--- src/rtl/div16_pkg.sv ---
// Shared types and constants for the sequential 16-bit restoring divider.
package div16_pkg;

    localparam int DEF_WIDTH = 16;
    localparam int DEF_CNT_W = 5;

    typedef enum logic [1:0] {
        IDLE = 2'd0,
        RUN  = 2'd1,
        DONE = 2'd2
    } state_t;

    // Quotient reported for a zero divisor.
    localparam logic [DEF_WIDTH-1:0] DZ_QUOT = '1;

endpackage

--- src/rtl/div16_seq_sub17.sv ---
// Ripple subtractor a - b built from half/full adder cells: b inverted, carry-in 1.
module div16_ha (
    input  logic a,
    input  logic b,
    output logic s,
    output logic c
);
    assign s = a ^ b;
    assign c = a & b;
endmodule

module div16_fa (
    input  logic a,
    input  logic b,
    input  logic ci,
    output logic s,
    output logic co
);
    logic s0, c0, c1;

    div16_ha u_ha0 (.a(a),  .b(b),  .s(s0), .c(c0));
    div16_ha u_ha1 (.a(s0), .b(ci), .s(s),  .c(c1));

    assign co = c0 | c1;
endmodule

module sub17 #(
    parameter int N = 17
) (
    input  logic [N-1:0] a,
    input  logic [N-1:0] b,
    output logic [N-1:0] diff,
    output logic         borrow
);
    logic [N:0] c;

    assign c[0] = 1'b1;

    for (genvar i = 0; i < N; i++) begin : g_bit
        div16_fa u_fa (.a(a[i]), .b(~b[i]), .ci(c[i]), .s(diff[i]), .co(c[i+1]));
    end

    assign borrow = ~c[N];
endmodule

--- src/rtl/div16_seq.sv ---
// Sequential unsigned divider: restoring shift-subtract, one quotient bit per clock,
// start/ready handshake with a one-cycle done pulse.
module div16_seq
    import div16_pkg::*;
#(
    parameter int WIDTH = DEF_WIDTH,
    parameter int CNT_W = DEF_CNT_W
) (
    input  logic             clk,
    input  logic             reset,
    input  logic             start,
    input  logic [WIDTH-1:0] dividend,
    input  logic [WIDTH-1:0] divisor,
    output logic             ready,
    output logic             busy,
    output logic             done,
    output logic [WIDTH-1:0] quotient,
    output logic [WIDTH-1:0] remainder,
    output logic             div_by_zero
);

    state_t           state, state_nxt;
    logic [WIDTH-1:0] q, d, r;
    logic [CNT_W-1:0] cnt;
    logic [WIDTH:0]   t, diff;
    logic [WIDTH-1:0] q_nxt, r_nxt;
    logic             borrow, take, accept, last, dz_req;

    assign accept = start & ready;
    assign dz_req = (divisor == '0);
    assign last   = (cnt == '0);

    // Partial remainder always stays below D, so W bits hold it between steps.
    assign t = {r, q[WIDTH-1]};

    sub17 #(.N(WIDTH+1)) u_sub (
        .a      (t),
        .b      ({1'b0, d}),
        .diff   (diff),
        .borrow (borrow)
    );

    // On no-borrow diff < D, so its top bit is zero; folding it in keeps r_nxt exact.
    assign take  = ~borrow & ~diff[WIDTH];
    assign r_nxt = take ? diff[WIDTH-1:0] : t[WIDTH-1:0];
    assign q_nxt = {q[WIDTH-2:0], take};

    always_ff @(posedge clk or posedge reset) begin
        if (reset) state <= IDLE;
        else       state <= state_nxt;
    end

    always_comb begin
        state_nxt = state;
        case (state)
            IDLE, DONE: begin
                if (start) state_nxt = dz_req ? DONE : RUN;
                else       state_nxt = IDLE;
            end
            RUN:     if (last) state_nxt = DONE;
            default: state_nxt = IDLE;
        endcase
    end

    always_comb begin
        ready = 1'b0;
        busy  = 1'b0;
        done  = 1'b0;
        case (state)
            IDLE:    ready = 1'b1;
            RUN:     busy  = 1'b1;
            DONE: begin
                ready = 1'b1;
                done  = 1'b1;
            end
            default: ready = 1'b0;
        endcase
    end

    always_ff @(posedge clk or posedge reset) begin
        if (reset) begin
            q           <= '0;
            d           <= '0;
            r           <= '0;
            cnt         <= '0;
            quotient    <= '0;
            remainder   <= '0;
            div_by_zero <= 1'b0;
        end else if (accept) begin
            if (!dz_req) begin
                q   <= dividend;
                d   <= divisor;
                r   <= '0;
                cnt <= CNT_W'(WIDTH-1);
            end else begin
                quotient    <= WIDTH'(DZ_QUOT);
                remainder   <= dividend;
                div_by_zero <= 1'b1;
            end
        end else if (busy) begin
            q <= q_nxt;
            r <= r_nxt;
            if (last) begin
                quotient    <= q_nxt;
                remainder   <= r_nxt;
                div_by_zero <= 1'b0;
            end else begin
                cnt <= cnt - CNT_W'(1);
            end
        end
    end

endmodule

--- config.mk ---
export PLATFORM = sky130hd
export DESIGN_NAME = div16_seq
export DESIGN_NICKNAME = d
export VERILOG_FILES = /design/src/rtl/div16_pkg.sv /design/src/rtl/div16_seq_sub17.sv /design/src/rtl/div16_seq.sv
export SDC_FILE = /design/constraint.sdc
export NUM_CORES = 1
export LEC_CHECK = 0
export CORE_MARGIN = 3
export CORE_UTILIZATION = 50
export CTS_CLUSTER_SIZE = 40
export DETAILED_ROUTE_END_ITERATION = 8
export MAX_ROUTING_LAYER = met4
export PLACE_DENSITY = 0.77
export SLEW_MARGIN = 20
export SYNTH_ARGS = -nofsm -noshare
export SYNTH_HDL_FRONTEND = slang
export SYNTH_SLANG_ARGS = --single-unit
export TNS_END_PERCENT = 5
--- constraint.sdc ---
create_clock -name clk -period 7.6 [get_ports clk]
set_input_delay 1.14 -clock clk [delete_from_list [all_inputs] [get_ports clk]]
set_output_delay 1.14 -clock clk [all_outputs]
set_load 0.05 [all_outputs]
[Word-level counts from Yosys, hierarchy flattened]
Cells that the tools add are included.
Storage, ports and cells
  register bits: 88
  bits in latches: 0
  memory bits (writable): 0
  bits in read-only memories: 0
  input bits: 35
  output and inout port bits: 36
  memories: 0
Operators by class
  $add $sub $neg: 1
  multiply operators: 0
  divide/modulo/power cells: 0
  order comparisons: 0
  equality and inequality tests: 6
  shift operators: 0
  muxes and demuxes: 30
  bitwise gates (word level): 103
  reductions and logical operators: 10
Operators by type and width (count)
  16-bit two-way mux: 15
  1-bit AND: 34
  1-bit bitwise XOR: 32
  5-bit two-way mux: 4
  1-bit NOT: 20
  1-bit OR: 17
  16-bit zero test: 1
  1-bit two-way mux: 7
  2-bit two-way mux: 3
  2-bit inequality test, second input constant: 3
  3-bit AND reduction: 2
  5-bit zero test: 1
  5-bit by 1-bit subtractor with 5-bit output, second input constant: 1
  2-bit case mux with 2 select lines: 1
  2-bit AND reduction: 2
  2-bit nonzero test: 2
  2-bit by 1-bit == test with 1-bit output, second input constant: 1
  2-bit == test, second input constant: 1
  2-bit zero test: 1
  2-bit by 1-bit inequality test with 1-bit output, second input constant: 1
  2-bit OR reduction: 1

[Longest topological paths before layout]
  word-level depth: 40
  depth in mapped cells: 25
  depth with buffers taken out: 23

[By module]
Synthesis repeated with hierarchy kept, for this count alone.
Unflattened totals
  cells, all modules: 416
  area total of the unflattened synthesis: 4315.4 µm²
Modules (own cells, without submodules)
  div16_seq: instances 1, cells each 346, area an instance 3712.3 µm², seq. area each 2202.1 µm²
  div16_ha: instances 34, cells each 1, area an instance 12.5 µm², seq. area each 0.0 µm²
  div16_fa: instances 17, cells each 1, area an instance 6.3 µm², seq. area each 0.0 µm²
  sub17: instances 1, cells each 19, area an instance 71.3 µm², seq. area each 0.0 µm²

[Least setup slack after synthesis]
No wires, ideal clock.
  kind: reg-to-reg
  from: reg q[15]
  to: reg r[3]
  setup time: 118 ps
  arrival: 7564 ps
  required time: 7482 ps
  slack: -82 ps
  cell stages (with the launch flop): 26
  path buffers: 2
  clock period less this slack: 7682 ps
  path through: dfrtp_1 > inv_1 > ha_1 > inv_1 > fa_1 > fa_1 > fa_1 > fa_1 > fa_1 > fa_1 > fa_1 > fa_1 > fa_1 > fa_1 > fa_1 > fa_1 > fa_1 > inv_1 > fa_1 > fa_1 > xnor2_1 > buf_2 > buf_2 > mux2i_1 > nor3_1 > a21o_1
Between the ends
  longest elaborated chain between the ends: 38
  elaborated cells on any way between the ends: 42
  those cells by class: mux: 3; bitwise: 39
RTL lines
  start: declaration: line div16_seq.sv:23  | logic [WIDTH-1:0] q, d, r;
  start signal: assignment: line div16_seq.sv:91  | q <= dividend;
  start signal: assignment: line div16_seq.sv:101  | q <= q_nxt;
  1-bit AND / 1-bit bitwise XOR (equally long branches): line div16_seq_sub17.sv:9, div16_seq_sub17.sv:8
  1-bit OR (*): line div16_seq_sub17.sv:24  | assign co = c0 | c1;
  1-bit AND (*): line div16_seq_sub17.sv:9  | assign c = a & b;
  1-bit OR (*): line div16_seq_sub17.sv:24
  1-bit AND (*): line div16_seq_sub17.sv:9
  1-bit OR (*): line div16_seq_sub17.sv:24
  1-bit AND: line div16_seq_sub17.sv:9
  1-bit OR: line div16_seq_sub17.sv:24
  [... 22 more ...]
  1-bit AND: line div16_seq_sub17.sv:9
  1-bit OR: line div16_seq_sub17.sv:24
  1-bit AND / 1-bit bitwise XOR (equally long branches): line div16_seq_sub17.sv:9, div16_seq_sub17.sv:8
  1-bit OR / 1-bit NOT (equally long branches): line div16_seq_sub17.sv:24, div16_seq.sv:44
  1-bit AND: line div16_seq.sv:44  | assign take = ~borrow & ~diff[WIDTH];
  16-bit two-way mux (*): line div16_seq.sv:45  | assign r_nxt = take ? diff[WIDTH-1:0] : t[WIDTH-1:0];
  16-bit two-way mux (*): line div16_seq.sv:100  | end else if (busy) begin
  16-bit two-way mux (*): line div16_seq.sv:89  | end else if (accept) begin
  end signal: assignment: line div16_seq.sv:102  | r <= r_nxt;
  end: declaration: line div16_seq.sv:23
Every way passes the cells marked *; elsewhere a longest branch is shown, timed or not. The select of a mux whose other input is x is not followed.
A chain may end at the register's enable or synchronous reset.

[Worst setup path after layout]
  from: reg q[15]
  to: reg remainder[14]
Between the ends
  longest elaborated chain between the ends: 39
  elaborated cells on any way between the ends: 43
  those cells by class: mux: 4; bitwise: 39
RTL lines
  1-bit AND / 1-bit bitwise XOR (equally long branches): line div16_seq_sub17.sv:9, div16_seq_sub17.sv:8
  1-bit OR (*): line div16_seq_sub17.sv:24
  1-bit AND (*): line div16_seq_sub17.sv:9
  1-bit OR (*): line div16_seq_sub17.sv:24
  1-bit AND (*): line div16_seq_sub17.sv:9
  1-bit OR (*): line div16_seq_sub17.sv:24
  1-bit AND (*): line div16_seq_sub17.sv:9
  1-bit OR (*): line div16_seq_sub17.sv:24
  [... 23 more ...]
  1-bit OR: line div16_seq_sub17.sv:24
  1-bit AND / 1-bit bitwise XOR (equally long branches): line div16_seq_sub17.sv:9, div16_seq_sub17.sv:8
  1-bit OR / 1-bit NOT (equally long branches): line div16_seq_sub17.sv:24, div16_seq.sv:44
  1-bit AND: line div16_seq.sv:44
  16-bit two-way mux (*): line div16_seq.sv:45
  16-bit two-way mux (*): line div16_seq.sv:103  | if (last) begin
  16-bit two-way mux (*): line div16_seq.sv:100
  16-bit two-way mux (*): line div16_seq.sv:89
  end signal: assignment: line div16_seq.sv:97  | remainder <= dividend;
  end signal: assignment: line div16_seq.sv:105  | remainder <= r_nxt;
  end: declaration: line div16_seq.sv:18  | output logic [WIDTH-1:0] remainder,
Marks and branches as above.

==> impl_results.md <==
- Per-cell routed wire length: about 18 µm
- Hold Path Class: reg -> reg
- HPWL after DPL: slightly above 8000 µm
- CTS Buf Count: 9
- Achievable frequency: approximately 140 MHz
- Sequential standard cell area: between 0.002 and 0.0025 mm²
- Number of unique standard cell types used by synthesis: 41
- Transition time at the pin with the least slew margin: between 1 and 1.5 ns
- Area share of the largest cell type after synthesis: 0.450
- Die Footprint: roughly 0.011 mm²
- Clock tree from TritonCTS: done
- Row count: 35
- Most used standard cell by instance count after synthesis: dfrtp_1
- GRT Residual Overflow: 0
- Family with the most delay on the worst path: adder cells
- Number of buffer and inverter stages on the critical path: 4
- 1st-iter DRT viols: 293
- Post-synthesis net count: approximately 550
- Count of hold-fix buffers inserted at cts: 0
- Tmin final: 7.25 ns
- Count of filler cells inserted in the layout: ~780
- Count of buffers from port buffering: 70
- Synth async-reset ratio: 1.00
- DRC: 0
- Post-route antenna net violation count: 0
- Ordered cell list for the critical path: inv_1 > ha_1 > inv_1 > fa_1 > fa_2 > fa_2 > fa_2 > fa_2 > fa_2 > fa_2 > fa_2 > fa_2 > fa_2 > fa_2 > fa_2 > fa_1 > inv_1 > fa_1 > fa_2 > xnor2_4 > buf_6 > mux2i_2 > o21ai_0 > a221oi_2
- XOR/XNOR Fraction of Synth Area: 0.00179
- Max-slew headroom: 0.280
- Clock-pin slew reported for the worst setup and hold paths after clock tree synthesis: approximately 0.1 ns
- Clock sink count: between 80 and 90
- Worst skew pair latency: between 0.3 and 0.4 ns
- Post-route setup slack: between 0.3 and 0.4 ns
- Number of cells produced by synthesis: just under 500
- Layout area overhead: 22.2%
- Die height: about 100 µm
- Layout cell share with drive strength beyond 1: 0.131
- Via count: 4,092
- Post-place setup slack: -0.324 ns
- Top cells by instance count after synthesis: dfrtp_1, nand2_1, nor2_1
- CP Class: reg -> reg
- Hold slack: 0.542 ns
- Biggest area contributors in the synthesized netlist: dfrtp_1, fa_1, a31oi_1
- Vias in the first global route: 4,072
- Wirelength, routed: around 12,000 µm
- Main combinational cell family by area after synthesis: simple AND/OR/NAND/NOR gates
- Adder and majority gate portion of the synthesized area: 0.0690
- Share of the clock period used by the worst path after layout: 0.954
- Average cell area after synthesis: 9.89 µm²
- Number of flops mapped to enable cells by yosys: 0
- Max-cap violations: 0
- Maximum fanout along the worst path: 5
- Summed instance area of the synthesized netlist: 0.00490 mm²
- Maximum number of pins on one net before global-route repair: 89
- Area of combinational cells with multiple inputs: roughly 0.0025 mm²
- Maximum buffer depth of the clock tree: 2
- Library cell with the largest summed area after synthesis: dfrtp_1
- Slowest cell delay on critical path: ~0.42 ns
- Arrival time at the worst endpoint: around 7.5 ns
- Htree depth: 3
- # diodes: 0
- Count of pins on the block boundary: slightly above 70
- Post-synthesis sequential element count: 88
- Endpoints failing hold: 0
- Initial standard-cell utilization of the core: 0.522
- DRT Pass-1 Iters: 5
- Area fraction in compound gates after synthesis: 0.177
- Routability congestion estimate: approximately 0.82
- Top cell by count, worst path: fa_2
- Number of nets in the final layout: between 600 and 700
- Antenna violations before repair: 0
- Critical-path top delay cell: fa_1
- Basic-gate share of the synthesized area counting and, or, nand and nor cells: 0.206
- Total GRT Usage: 0.234
- Sequential share of the synthesized area: 0.450
- Element type at the critical path end: flop
- Setup repair after global routing missed its margin: false
- Horizontal die dimension: around 100 µm
- Count of warnings emitted by yosys: 0
- Core outline area: roughly 0.0094 mm²
- Final clock skew: roughly 0.018 ns
- Top_reg_cell synth: dfrtp_1
- Outcome: complete, no violations
- Ratio of routed vias to standard cells: 5.95
- CTS root buffer: clkbuf_8
- Total setup violations reported at the end of the flow: 0
- Number of max-slew violations in the final report: 0
- First-pass GRT wire length: ~20,000 µm
- Nature of the critical path startpoint: flop
- Worst EP required: about 7.9 ns
- Post-synthesis mux area share: 0.0378
-- layout by cell type (no fill, tap or decap), types with 2 or more instances in the layout --
| cell type | netlist | layout |
|---|---|---|
| dfrtp_1 | 88 | 88 |
| clkdlybuf4s50_1 | 0 | 70 |
| nand2_1 | 49 | 49 |
| nor2_1 | 38 | 38 |
| a31oi_1 | 32 | 29 |
| nor3_1 | 29 | 29 |
| inv_1 | 25 | 24 |
| nand3_1 | 20 | 20 |
| nand2b_1 | 19 | 19 |
| o21ai_0 | 19 | 19 |
| a2bb2oi_1 | 17 | 17 |
| or3_1 | 16 | 16 |
| a21o_1 | 15 | 15 |
| nand3b_1 | 13 | 13 |
| a221oi_2 | 13 | 13 |
| mux2i_1 | 14 | 13 |
| fa_2 | 0 | 12 |
| clkbuf_8 | 0 | 9 |
| buf_4 | 2 | 9 |
| nor4_1 | 6 | 6 |
| buf_6 | 4 | 5 |
| mux2_2 | 4 | 4 |
| a31oi_2 | 0 | 3 |
| o22ai_1 | 3 | 3 |
| a221oi_1 | 3 | 3 |
| fa_1 | 15 | 3 |
| ha_1 | 3 | 3 |
| clkinvlp_4 | 0 | 3 |
| nor2b_1 | 3 | 2 |
-- flip-flops by register name, summed over array words and instances, names as in the netlist --
register and flops:
div_by_zero 1, cnt 5, remainder 16, r 16
quotient 16, q 16, d 16, state 2
-- worst min-delay path: stages (launching register included) --
cell and delay (ns):
dfrtp_1 0.39, inv_1 0.05, o21ai_0 0.07
-- per-stage QoR --
step | std cells | instance area, µm² | setup TNS [ns] | utilization
floorplan | 495 | 4900 | 0 | -
global placement | 671 | 5690 | -2.88 | 0.607
detailed placement | 671 | 5690 | -7.49 | 0.607
CTS | 687 | 5920 | 0 | 0.632
global route | 688 | 5980 | 0 | 0.639
finish | 688 | 5980 | 0 | 0.639
-- area by class of cell --
| class | instances | share of cell area |
|---|---|---|
| multi-input combinational | 346 | 0.416 |
| clock buffer | 9 | 0.0207 |
| clock inverter | 6 | 0.0117 |
| inverter | 25 | 0.0159 |
| tap | 129 | 0.0270 |
| timing repair buffer | 85 | 0.141 |
| sequential | 88 | 0.368 |
-- logic make-up after synthesis --
logic type	Yosys count
compound gates	110
buf+inv	61
flops	88
fa+ha+maj	18
xor+xnor	1
mux	18
simple gates	199
-- worst paths after layout --
| kind | endpoint | from | slack (ns) | cells after the start |
|---|---|---|---|---|
| worst max-delay path | remainder[14] | q[15] | 0.35 | 24 |
| worst min-delay path | div_by_zero | div_by_zero | 0.54 | 2 |
| worst max register to register | remainder[14] | q[15] | 0.35 | 24 |
| worst min register to register | div_by_zero | div_by_zero | 0.54 | 2 |
| max in group asynchronous | d[8] | reset | 5.75 | 3 |
| min in group asynchronous | quotient[5] | reset | 1.31 | 3 |
-- routing by layer --
layer,routed length (µm),up-vias,track usage,share of wire
met2,5710,161,0.363,0.47
met3,880,14,0.0408,0.073
met4,133,0,0.0590,0.011
met1,5400,2033,0.324,0.45
met5,0,-,-,0
li1,-,1884,-,-
-- timing repair --
item	CTS	global route
gates resized for setup	8	14
pin swaps	1	4
endpoints found under the setup margin	31	30
buffers inserted	1	1
gates cloned	0	0
Power is not shown: default switching activity piles up to over one toggle a cycle in this logic, so the estimate is an artifact.
